### config.mk
export PLATFORM = sky130hd
export DESIGN_NAME = pc_branch_unit
export DESIGN_NICKNAME = d
export VERILOG_FILES = /design/src/rtl/pc_branch_unit.sv
export SDC_FILE = /design/constraint.sdc
export NUM_CORES = 1
export LEC_CHECK = 0
export CAP_MARGIN = 25
export CORE_MARGIN = 2
export CORE_UTILIZATION = 50
export DETAILED_ROUTE_END_ITERATION = 8
export PLACE_DENSITY = 0.84
export SKIP_CTS_REPAIR_TIMING = 1
export SLEW_MARGIN = 20
export SYNTH_ARGS = -nofsm -noshare
export SYNTH_HDL_FRONTEND = slang
export SYNTH_SLANG_ARGS = --single-unit
### constraint.sdc
create_clock -name clk -period 8.5 [get_ports clk]
set_input_delay 0.85 -clock clk [delete_from_list [all_inputs] [get_ports clk]]
set_output_delay 0.85 -clock clk [all_outputs]
set_load 0.01 [all_outputs]
### src/rtl/pc_branch_unit.sv
// PC register and branch resolver: decision and pc_plus4 are combinational, and the new pc shows one cycle after the edge.
// stall freezes pc, retired and state. HALT holds until resume. A misaligned target traps until reset.
module pc_branch_unit #(
  parameter int               WIDTH        = 32,
  parameter logic [WIDTH-1:0] RESET_VECTOR = '0
) (
  input  logic             clk,
  input  logic             rst_n,
  input  logic             stall,
  input  logic             branch_en,
  input  logic [2:0]       branch_type,
  input  logic [WIDTH-1:0] imm,
  input  logic [WIDTH-1:0] alu_result,
  input  logic             zero,
  input  logic             lt,
  input  logic             gt,
  input  logic             halt_req,
  input  logic             resume,
  output logic [WIDTH-1:0] pc,
  output logic [WIDTH-1:0] pc_plus4,
  output logic             taken,
  output logic             trap,
  output logic [WIDTH-1:0] trap_addr,
  output logic             halted,
  output logic [WIDTH-1:0] retired
);

  typedef enum logic [1:0] {RUN, HALT, TRAP} state_t;

  state_t           state;
  logic             cond;
  logic [WIDTH-1:0] target;
  logic [WIDTH-1:0] next_pc;
  logic             misaligned;

  // lt/gt can be stale on equal operands, so zero qualifies both orderings
  always_comb begin
    cond = 1'b0;
    case (branch_type)
      3'b000:         cond = zero;
      3'b001:         cond = !zero;
      3'b100:         cond = lt & !zero;
      3'b101:         cond = gt | zero;
      3'b010, 3'b011: cond = 1'b1;
      default:        cond = 1'b0;
    endcase
  end

  assign pc_plus4   = pc + WIDTH'(4);
  assign target     = (branch_type == 3'b011) ? (alu_result & ~WIDTH'(1)) : (pc + imm);
  assign taken      = (state == RUN) & branch_en & cond;
  assign next_pc    = taken ? target : pc_plus4;
  assign misaligned = taken & (target[1:0] != 2'b00);

  always_ff @(posedge clk or negedge rst_n) begin
    if (!rst_n) begin
      state     <= RUN;
      pc        <= RESET_VECTOR;
      trap      <= 1'b0;
      trap_addr <= '0;
      halted    <= 1'b0;
      retired   <= '0;
    end else begin
      case (state)
        RUN: begin
          if (!stall) begin
            if (misaligned) begin
              state     <= TRAP;
              trap      <= 1'b1;
              trap_addr <= target;
            end else begin
              pc      <= next_pc;
              retired <= retired + WIDTH'(1);
              if (halt_req) begin
                state  <= HALT;
                halted <= 1'b1;
              end
            end
          end
        end
        HALT: begin
          if (resume) begin
            state  <= RUN;
            halted <= 1'b0;
          end
        end
        TRAP:    state <= TRAP;
        default: state <= RUN;
      endcase
    end
  end

endmodule

==> flow_metrics.env, run 1 <==
export IMPL_max_vdd_ir_drop_mv=0.2041
export IMPL_clkTransAtPathRegs_ps=80
export IMPL_edff_count_synth=0
export IMPL_grt_use_total_pct=28.69
export IMPL_worst_path_max_fanout=7
export IMPL_post_synth_inst_count=794
export IMPL_finalClockSkew_ps=10.56
export IMPL_synth_xor_xnor_area_share_pct=10.90
export IMPL_global_route_wire_length_before_repair_um=33080
export IMPL_slew_limit_headroom_pct=37.40
export IMPL_count_of_pins_on_the_block_boundary=207
export IMPL_layout_commonest_cell="sky130_fd_sc_hd__clkdlybuf4s50_1"
export IMPL_postSynthAreaPerCell_um2=8.606
export IMPL_antenna_cells=0
export IMPL_clk_root_buffer_cell="sky130_fd_sc_hd__clkbuf_16"
export IMPL_io_buffer_count=205
export IMPL_finalNetCount=1095
export IMPL_std_cell_rows=42
export IMPL_final_min_period_over_clock_period_pct=50.26
export IMPL_synth_simple_gate_area_share_pct=21.35
export IMPL_worstSetupPathType="flop to primary output"
export IMPL_slowest_delay_ps=560
export IMPL_cp_slowest_cell="sky130_fd_sc_hd__clkdlybuf4s50_1"
export IMPL_buffering_stage_count_on_the_worst_path_with_inverters_included=1
export IMPL_post_route_cells_drive_above_1_share_pct=4.848
export IMPL_sw_frac_of_total_pct=43.27
export IMPL_main_combinational_cell_family_by_area_after_synthesis="simple AND/OR/NAND/NOR gates"
export IMPL_seq_power_share_pct=27.3
export IMPL_clkPwrFrac_pct=14.7
export IMPL_number_of_antenna_violating_nets_in_the_routed_design=0
export IMPL_postSynthRegisterBits=100
export IMPL_drc_errors=0
export IMPL_worst_path_dominant_cell_family="simple AND/OR/NAND/NOR gates"
export IMPL_numClockSinks=100
export IMPL_arrival_ps=3420
export IMPL_intPower_mw=1.749
export IMPL_design_core_area_mm2=0.01330
export IMPL_floorplan_initialDensity_pct=51.39
export IMPL_mostFrequentLayoutCells="sky130_fd_sc_hd__clkdlybuf4s50_1 (204), sky130_fd_sc_hd__nand2_1 (103), sky130_fd_sc_hd__dfrtp_1 (100), sky130_fd_sc_hd__o21ai_0 (79), sky130_fd_sc_hd__a21oi_1 (68)"
export IMPL_synth_seq_area_share_pct=36.62
export IMPL_total_power_per_unit_cell_area_mw_per_mm2=330.4
export IMPL_route_vias_total=6763
export IMPL_maxClockFrequency_mhz=234.1
export IMPL_drt_pre_antenna_iters=5
export IMPL_drt_initial_violations=504
export IMPL_synth_main_ff_cell="sky130_fd_sc_hd__dfrtp_1"
export IMPL_postSynthNetCount=904
export IMPL_final_setup_viol_count=0
export IMPL_status="finished, final reports clean"
export IMPL_static_leakage_power_nw=3.916
export IMPL_number_of_cts_inserted_buffers=9
export IMPL_cp_required_ps=7650
export IMPL_mappedNetlistArea_mm2=0.006833
export IMPL_cts_tree="yes"
export IMPL_finish_cell_count_without_fillers=1166
export IMPL_worst_skew_pair_late_latency_ps=360
export IMPL_post_drt_wl_per_cell_um=17.85
export IMPL_hold_class="flop to flop"
export IMPL_dp_final_hpwl_um=15360
export IMPL_dp_cells=1150
export IMPL_route_detailed_vias_per_inst=5.800
export IMPL_max_buffers_root_to_sink=2
export IMPL_logic_pwr_share_pct=58.0
export IMPL_synth_async_sr_flop_share_pct=100.0
export IMPL_critPathLaunchType="flop"
export IMPL_design_die_area_mm2=0.01462
export IMPL_power_switching_mw=1.334
export IMPL_setup_tns_ps=0
export IMPL_synth_adder_area_share_pct=6.336
export IMPL_synth_mux_area_fraction_pct=0.7325
export IMPL_h_tree_depth=3
export IMPL_die_height_um=120.9
export IMPL_number_of_global_route_vias_before_repair=6445
export IMPL_ys_warn_count=0
export IMPL_grt_max_degree=53
export IMPL_die_w_um=120.9
export IMPL_worst_slew_pin_slew_ps=939.0
export IMPL_max_cap_violations=0
export IMPL_wirelength_um=20810
export IMPL_timing_final_max_slew_violations=0
export IMPL_gr_total_overflow=0
export IMPL_critical_path_endpoint_type="primary output"
export IMPL_synth_compound_area_share_pct=20.77
export IMPL_worstPathCellList="ha_1 -> and4_1 -> nand3_1 -> nor2_1 -> and3_1 -> nand3_1 -> nor2_1 -> xor2_1 -> clkdlybuf4s50_1"
export IMPL_globalplace_congestion=0.9200
export IMPL_rsz_0062_raised_after_global_routing="false"
export IMPL_yosys_cell_types_count=72
export IMPL_antenna_found_initial=0
export IMPL_syn2layout_area_growth_pct=36.53
export IMPL_final_min_clock_period_ps=4272
export IMPL_timing_final_hold_violations=0
[kinds of logic after synthesis]
| kind of cell | after synthesis |
|---|---|
| multiplexers | 5 |
| AO/OA/AOI/OAI | 229 |
| adder cells (fa/ha/maj) | 34 |
| AND/OR/NAND/NOR | 292 |
| buffers and inverters | 49 |
| flip-flops | 100 |
| XOR/XNOR | 85 |
[registers in the layout (all words and copies together) (netlist names)]
signal,count
halted,1
retired,32
trap,1
trap_addr,32
state,2
pc,32
[worst reg2reg max path: stages, from the launching register on]
cell and delay, ps:
sky130_fd_sc_hd__dfrtp_1 420, sky130_fd_sc_hd__ha_1 240, sky130_fd_sc_hd__fa_1 460, sky130_fd_sc_hd__or3_1 430
sky130_fd_sc_hd__o21ai_2 140, sky130_fd_sc_hd__nor2_1 140, sky130_fd_sc_hd__nor4_4 170, sky130_fd_sc_hd__buf_4 400
sky130_fd_sc_hd__nand2_1 490, sky130_fd_sc_hd__nor2_1 360, sky130_fd_sc_hd__nand2_1 90, sky130_fd_sc_hd__o211ai_1 100
[cells in the mapped netlist, types with 3 or more instances]
cell | n | share of area, %
sky130_fd_sc_hd__nand2_1 | 103 | 5.7
sky130_fd_sc_hd__dfrtp_1 | 100 | 37
sky130_fd_sc_hd__o21ai_0 | 79 | 5.8
sky130_fd_sc_hd__a21oi_1 | 68 | 5.0
sky130_fd_sc_hd__nor2_1 | 62 | 3.4
sky130_fd_sc_hd__xnor2_1 | 61 | 7.8
sky130_fd_sc_hd__ha_1 | 33 | 6.0
sky130_fd_sc_hd__xor2_1 | 24 | 3.1
sky130_fd_sc_hd__nand4_1 | 22 | 2.0
sky130_fd_sc_hd__nor3_1 | 20 | 1.5
sky130_fd_sc_hd__nand3_1 | 19 | 1.4
sky130_fd_sc_hd__a21o_1 | 16 | 1.8
sky130_fd_sc_hd__inv_1 | 16 | 0.88
sky130_fd_sc_hd__buf_2 | 14 | 1.0
sky130_fd_sc_hd__clkbuf_1 | 13 | 0.71
sky130_fd_sc_hd__and3_1 | 9 | 0.82
sky130_fd_sc_hd__o211ai_1 | 9 | 0.99
sky130_fd_sc_hd__a211oi_1 | 6 | 0.66
sky130_fd_sc_hd__a31oi_1 | 6 | 0.55
sky130_fd_sc_hd__and4_1 | 6 | 0.77
sky130_fd_sc_hd__nor2b_1 | 6 | 0.55
sky130_fd_sc_hd__o21bai_1 | 6 | 0.66
sky130_fd_sc_hd__mux2i_1 | 5 | 0.73
sky130_fd_sc_hd__nor4_1 | 5 | 0.46
sky130_fd_sc_hd__and2_1 | 4 | 0.37
sky130_fd_sc_hd__buf_4 | 4 | 0.44
sky130_fd_sc_hd__nor4b_1 | 4 | 0.51
sky130_fd_sc_hd__o21a_1 | 4 | 0.44
sky130_fd_sc_hd__o31ai_1 | 4 | 0.44
sky130_fd_sc_hd__or3_1 | 4 | 0.37
sky130_fd_sc_hd__a221o_1 | 3 | 0.44
sky130_fd_sc_hd__a22o_1 | 3 | 0.38
sky130_fd_sc_hd__a311oi_1 | 3 | 0.38
sky130_fd_sc_hd__a41oi_1 | 3 | 0.38
sky130_fd_sc_hd__nand2b_1 | 3 | 0.27
sky130_fd_sc_hd__nand3b_1 | 3 | 0.33
sky130_fd_sc_hd__nor4_2 | 3 | 0.55
sky130_fd_sc_hd__o21ai_1 | 3 | 0.22
[layer usage]
metal / up-vias / GRT usage [%] / part of all wire, %
met2: 286 / 46.24 / 46
met5: - / 0 / 0
met1: 3180 / 38.52 / 44
met3: 42 / 5.357 / 7.7
met4: 0 / 10.39 / 2.3
li1: 3255 / - / -
[final cells by class]
type / count / area (um^2)
well taps: 176 / 220.2
clock buffers: 9 / 225.2
flip-flops and latches: 100 / 2502
fillers: 1074 / 3966
repair buffers: 213 / 2110
inverters: 16 / 60.06
multi-input cells: 645 / 4114
clock inverters: 7 / 97.59
[power groups by stage]
stage	clock, mW	sequential, mW	combinational (mW)
after floorplan	0	0.869	0.980
after global placement	0	0.842	1.74
after detailed placement	0	0.845	1.77
after CTS	0.457	0.839	1.78
after global routing	0.480	0.869	1.94
final	0.453	0.843	1.79
[worst paths after layout]
kind	cells past startpoint	from	endpoint	slack (ps)
max in group asynchronous	2	rst_n	trap_addr[4]	6860
worst min-delay path	1	trap	trap	480
worst min register to register	1	trap	trap	480
min in group asynchronous	1	rst_n	retired[20]	500
worst max register to register	11	pc[0]	pc[28]	4960
worst max-delay path	9	pc[2]	pc_plus4[30]	4230
[per-stage QoR]
step / cell area (um^2) / power, mW / hold WS, ps / setup slack, ps / util (%)
2_1_floorplan: 6833 / 1.849 / 482.0 / 5223 / -
3_3_place_gp: 9006 / 2.581 / 452.1 / 4234 / 67.74
3_5_place_dp: 9006 / 2.615 / 455.9 / 4124 / 67.74
4_1_cts: 9329 / 3.077 / 476.1 / 4279 / 70.17
5_1_grt: 9329 / 3.293 / 486.9 / 4056 / 70.17
6_report: 9329 / 3.082 / 475.8 / 4228 / 70.17
Power figures use the tool's default switching activity.
==> run 2: changes to the inputs <==
- CORE_UTILIZATION: 50 -> 48
- PLACE_DENSITY: 0.84 -> 0.82
- clock period: 8.5 -> 4.5 ns (I/O delays scaled with it)
==> run 2 against run 1 <==
Against the previous run: hold slack worse by 450 ps; sequential power up 89%; critical path depth unchanged; critical path type unchanged; via count up 0.41%.
==> flow_metrics.env, run 2 (synthesis gave the netlist of run 1 again) <==
export IMPL_grtUsageMet1_pct=37.57
export IMPL_timing_final_max_slew_violations=0
export IMPL_mostFrequentLayoutCells="sky130_fd_sc_hd__clkdlybuf4s50_1 (204), sky130_fd_sc_hd__nand2_1 (103), sky130_fd_sc_hd__dfrtp_1 (100), sky130_fd_sc_hd__o21ai_0 (79), sky130_fd_sc_hd__a21oi_1 (68)"
export IMPL_multiInputGateArea_mm2=0.004114
export IMPL_filler_cell_count=1185
export IMPL_hold_class="input pin to async pin"
export IMPL_clkTransAtPathRegs_ps=80
export IMPL_antenna_cells=0
export IMPL_finalNetCount=1096
export IMPL_cp_required_ps=4050
export IMPL_route_detailed_vias_per_inst=5.799
export IMPL_final_min_period_over_clock_period_pct=83.39
export IMPL_drt_initial_violations=412
export IMPL_dp_final_hpwl_um=15440
export IMPL_max_vdd_ir_drop_mv=0.3661
export IMPL_drc_errors=0
export IMPL_die_w_um=123.3
export IMPL_worst_slew_pin_slew_ps=741.7
export IMPL_placed_inst_area_mm2=0.009011
export IMPL_wirelength_um=20790
export IMPL_critPathLaunchType="flop"
export IMPL_fin_hold_ws_ps=22.77
export IMPL_number_of_antenna_violating_nets_in_the_routed_design=0
export IMPL_antenna_found_initial=0
export IMPL_busiest_layer="met2"
export IMPL_post_route_cell_area_mm2=0.009344
export IMPL_syn2layout_area_growth_pct=36.75
export IMPL_worstSetupPathType="flop to primary output"
export IMPL_std_cell_rows=43
export IMPL_cts_tree="yes"
export IMPL_post_route_cells_drive_above_1_share_pct=4.945
export IMPL_setup_tns_ps=0
export IMPL_max_cap_violations=0
export IMPL_numClockSinks=100
export IMPL_grt_max_degree=74
export IMPL_worst_path_max_fanout=7
export IMPL_number_of_global_route_vias_before_repair=6552
export IMPL_count_of_pins_on_the_block_boundary=207
export IMPL_grt_use_total_pct=27.65
export IMPL_register_area_mm2=0.002502
export IMPL_design_core_area_mm2=0.01388
export IMPL_finalClockSkew_ps=8.788
export IMPL_floorplan_initialDensity_pct=49.22
export IMPL_static_leakage_power_nw=3.915
export IMPL_gr_total_overflow=0
export IMPL_global_route_wire_length_before_repair_um=33020
export IMPL_io_buffer_count=205
export IMPL_worst_skew_pair_late_latency_ps=350
export IMPL_biggestRegsByFlops="pc: 32 flops, retired: 32 flops, trap_addr: 32 flops"
export IMPL_groute_layer_met2_usage_pct=44.40
export IMPL_slew_limit_headroom_pct=50.32
export IMPL_layout_core_utilization_pct=67.32
export IMPL_clk_root_buffer_cell="sky130_fd_sc_hd__clkbuf_16"
export IMPL_total_power_per_unit_cell_area_mw_per_mm2=617.1
export IMPL_number_of_cts_inserted_buffers=9
export IMPL_power_total_mw=5.766
export IMPL_layout_commonest_cell="sky130_fd_sc_hd__clkdlybuf4s50_1"
export IMPL_critical_path_endpoint_type="primary output"
export IMPL_die_height_um=123.3
export IMPL_drt_pre_antenna_iters=7
export IMPL_final_min_clock_period_ps=3753
export IMPL_h_tree_depth=3
export IMPL_globalplace_congestion=0.9358
export IMPL_post_drt_wl_per_cell_um=17.75
export IMPL_route_vias_total=6791
export IMPL_use_met3_pct=5.304
export IMPL_max_buffers_root_to_sink=2
export IMPL_arrival_ps=3300
export IMPL_status="finished, final reports clean"
export IMPL_design_die_area_mm2=0.01521
export IMPL_timing_final_hold_violations=0
export IMPL_final_setup_viol_count=0
export IMPL_rsz_0062_raised_after_global_routing="false"
export IMPL_maxClockFrequency_mhz=266.5
-- run 2: cell count changes in the layout (fill, tap and decap cells not counted) --
cell | before | now
sky130_fd_sc_hd__inv_12 | 1 | 0
sky130_fd_sc_hd__bufinv_16 | 1 | 0
sky130_fd_sc_hd__clkinvlp_4 | 0 | 1
sky130_fd_sc_hd__inv_8 | 3 | 2
sky130_fd_sc_hd__clkinv_8 | 0 | 2
sky130_fd_sc_hd__buf_16 | 0 | 1
-- run 2: worst max-delay path, stage by stage (launching register included) --
cell and delay (ps):
sky130_fd_sc_hd__dfrtp_1 470, sky130_fd_sc_hd__ha_1 320, sky130_fd_sc_hd__and4_1 250, sky130_fd_sc_hd__nand3_1 160, sky130_fd_sc_hd__nor2_1 250, sky130_fd_sc_hd__and3_1 330
sky130_fd_sc_hd__nand3_1 230, sky130_fd_sc_hd__nor2_1 220, sky130_fd_sc_hd__xor2_1 170, sky130_fd_sc_hd__clkdlybuf4s50_1 550
-- run 2: stage by stage --
| step | setup slack (ps) | std cells |
|---|---|---|
| after floorplan | 1623 | 794 |
| after global placement | 847.6 | 1154 |
| after detailed placement | 808.9 | 1154 |
| after CTS | 748.8 | 1170 |
| after global routing | 547.7 | 1171 |
| final | 747.5 | 1171 |
-- run 2: power breakdown --
| part | total [mW] | internal (mW) | switching, mW |
|---|---|---|---|
| registers | 1.59 | 1.20 | 0.395 |
| clock network | 0.800 | 0.397 | 0.403 |
| logic | 3.38 | 1.66 | 1.72 |
-- run 2: final timing paths --
check | from | end | slack (ps) | cells past startpoint
max in group asynchronous | rst_n | pc[5] | 3740 | 2
worst max register to register | pc[0] | retired[25] | 1280 | 8
worst max-delay path | pc[2] | pc_plus4[30] | 750 | 9
worst min register to register | trap_addr[5] | trap_addr[5] | 480 | 2
min in group clk | trap_addr[5] | trap_addr[5] | 480 | 2
worst min-delay path | rst_n | retired[18] | 20 | 1
-- run 2: area by class of cell --
type	count	share of cell area (%)
multi-input cells	645	44.03
flip-flops and latches	100	26.78
repair buffers	214	22.87
clock buffers	9	2.410
well taps	180	2.410
clock inverters	7	0.8570
inverters	16	0.6427
-- run 2: routing by layer --
layer | wire length [um] | vias up
li1 | - | 3252
met1 | 8925 | 3167
met2 | 9640 | 327
met3 | 1781 | 45
met4 | 442 | 0
met5 | 0 | -
==> run 3: changes to the inputs <==
- CORE_UTILIZATION: 48 -> 44
- PLACE_DENSITY: 0.82 -> 0.79
- clock period: 4.5 -> 3.29 ns (I/O delays scaled with it)
==> run 3 against run 2 <==
Against the previous run: combinational power rose by 44%; design area grew 4.2%; non-clock buffer count is 42 higher; via count increased by 1.3%; sequential power up 36%; hold slack gained 460 ps; clock skew up 1.2 ps; global-route usage down 1.4 points; critical path depth decreased by 1; core utilization shrank 3.2 points.
==> flow_metrics.env, run 3 (synthesis gave the netlist of run 1 again) <==
export IMPL_status="finished, final reports clean"
export IMPL_gr_total_overflow=0
export IMPL_cts_tree="yes"
export IMPL_floorplan_initialDensity_pct=44.95
export IMPL_power_total_mw=8.162
export IMPL_arrival_ps=2850
export IMPL_syn2layout_area_growth_pct=42.56
export IMPL_cp_slowest_cell="sky130_fd_sc_hd__clkdlybuf4s50_1"
export IMPL_global_route_wire_length_before_repair_um=34150
export IMPL_drt_initial_violations=492
export IMPL_antenna_found_initial=0
export IMPL_final_setup_viol_count=0
export IMPL_h_tree_depth=3
export IMPL_io_buffer_count=205
export IMPL_clk_root_buffer_cell="sky130_fd_sc_hd__clkbuf_16"
export IMPL_finish_cell_count_without_fillers=1221
export IMPL_worst_slew_pin_slew_ps=584.6
export IMPL_grt_max_degree=46
export IMPL_slew_limit_headroom_pct=61.03
export IMPL_timing_final_hold_violations=0
export IMPL_final_min_clock_period_ps=3182
export IMPL_count_of_pins_on_the_block_boundary=207
export IMPL_route_vias_total=6877
export IMPL_layout_commonest_cell="sky130_fd_sc_hd__clkdlybuf4s50_1"
export IMPL_path_depth=8
export IMPL_post_route_cells_drive_above_1_share_pct=9.971
export IMPL_critical_path_endpoint_type="primary output"
export IMPL_globalplace_congestion=0.8848
export IMPL_die_height_um=128.6
export IMPL_fin_hold_ws_ps=477.9
export IMPL_cpMostUsedCell="sky130_fd_sc_hd__nand4_1"
export IMPL_drc_errors=0
export IMPL_worstPathCellList="nand4_1 -> or2_4 -> nor3_4 -> nand4_4 -> nor2_4 -> nand4_1 -> xnor2_2 -> clkdlybuf4s50_1"
export IMPL_finalWorstSetupSlack_ps=107.7
export IMPL_worstSetupPathType="flop to primary output"
export IMPL_numClockSinks=100
export IMPL_finalNetCount=1138
export IMPL_dp_final_hpwl_um=16440
export IMPL_maxClockFrequency_mhz=314.2
export IMPL_slowest_delay_ps=570
export IMPL_grt_use_total_pct=26.29
export IMPL_number_of_cts_inserted_buffers=9
export IMPL_hold_class="flop to flop"
export IMPL_number_of_antenna_violating_nets_in_the_routed_design=0
export IMPL_number_of_global_route_vias_before_repair=6666
export IMPL_design_core_area_mm2=0.01520
export IMPL_post_drt_wl_per_cell_um=17.88
export IMPL_critPathLaunchType="flop"
export IMPL_total_power_per_unit_cell_area_mw_per_mm2=837.9
export IMPL_static_leakage_power_nw=4.118
export IMPL_worst_path_dominant_cell_family="simple AND/OR/NAND/NOR gates"
export IMPL_clkTransAtPathRegs_ps=80
export IMPL_cp_required_ps=2960
export IMPL_drt_pre_antenna_iters=5
export IMPL_biggestRegsByFlops="pc: 32 flops, retired: 32 flops, trap_addr: 32 flops"
export IMPL_die_w_um=128.6
export IMPL_post_place_ws_ps=-53.21
export IMPL_timing_final_max_slew_violations=0
export IMPL_max_cap_violations=0
export IMPL_std_cell_rows=45
export IMPL_final_min_period_over_clock_period_pct=96.73
export IMPL_design_die_area_mm2=0.01654
export IMPL_max_vdd_ir_drop_mv=0.5425
export IMPL_worst_skew_pair_late_latency_ps=360
export IMPL_dp_cells=1200
export IMPL_holdPathStages=1
export IMPL_antenna_cells=0
export IMPL_wirelength_um=21830
export IMPL_buffering_stage_count_on_the_worst_path_with_inverters_included=1
export IMPL_finalClockSkew_ps=9.975
export IMPL_worst_r2r_setup_slack_ps=260
export IMPL_route_detailed_vias_per_inst=5.632
export IMPL_timing_reg2reg_worst_path_depth=10
export IMPL_worst_path_max_fanout=7
export IMPL_max_buffers_root_to_sink=2
export IMPL_mostFrequentLayoutCells="sky130_fd_sc_hd__clkdlybuf4s50_1 (204), sky130_fd_sc_hd__nand2_1 (103), sky130_fd_sc_hd__dfrtp_1 (92), sky130_fd_sc_hd__o21ai_0 (79), sky130_fd_sc_hd__a21oi_1 (68)"
[run 3: power breakdown]
| part | total, mW | switching (mW) | internal (mW) |
|---|---|---|---|
| combinational | 4.88 | 2.43 | 2.45 |
| clock | 1.11 | 0.564 | 0.547 |
| sequential | 2.17 | 0.527 | 1.64 |
| total | 8.16 | 3.52 | 4.64 |
[run 3: final cells by class]
type,instances,area (um^2)
fill,1306,5461
multi-input combinational,645,4156
sequential,100,2512
timing repair buffer,256,2460
tap,188,235.2
clock buffer,9,225.2
clock inverter,7,91.34
inverter,16,60.06
[run 3: metrics by stage]
step                utilization (%)  area [um^2]  setup TNS, ps
CTS                           63.47         9648         -339.0
global route                  64.07         9741         -13.50
floorplan                         -         6833              0
finish                        64.07         9741              0
detailed placement            61.38         9331         -126.0
global placement              61.38         9331         -34.68
[run 3: path summary, 6_finish.rpt]
kind | from | end
min in group asynchronous | rst_n | retired[22]
max in group asynchronous | rst_n | pc[5]
worst max-delay path | pc[13] | pc_plus4[31]
worst min register to register | retired[31] | retired[31]
worst max register to register | pc[0] | pc[24]
worst min-delay path | retired[31] | retired[31]
[run 3: worst reg2reg max path, delay by kind of cell, from the launching register on]
kind / cells / cell delay [ps]
AO/OA/AOI/OAI: 6 / 1610
adder cells (fa/ha/maj): 2 / 620
flip-flops: 1 / 420
XOR/XNOR: 1 / 180
AND/OR/NAND/NOR: 1 / 90
[run 3: layer usage]
| layer | vias up | routed length (um) | global-route usage [%] |
|---|---|---|---|
| met3 | 39 | 1427 | 5.738 |
| met1 | 3244 | 9547 | 34.04 |
| met5 | - | 0 | 0 |
| met4 | 0 | 522 | 8.824 |
| met2 | 270 | 10330 | 43.90 |
| li1 | 3324 | - | - |
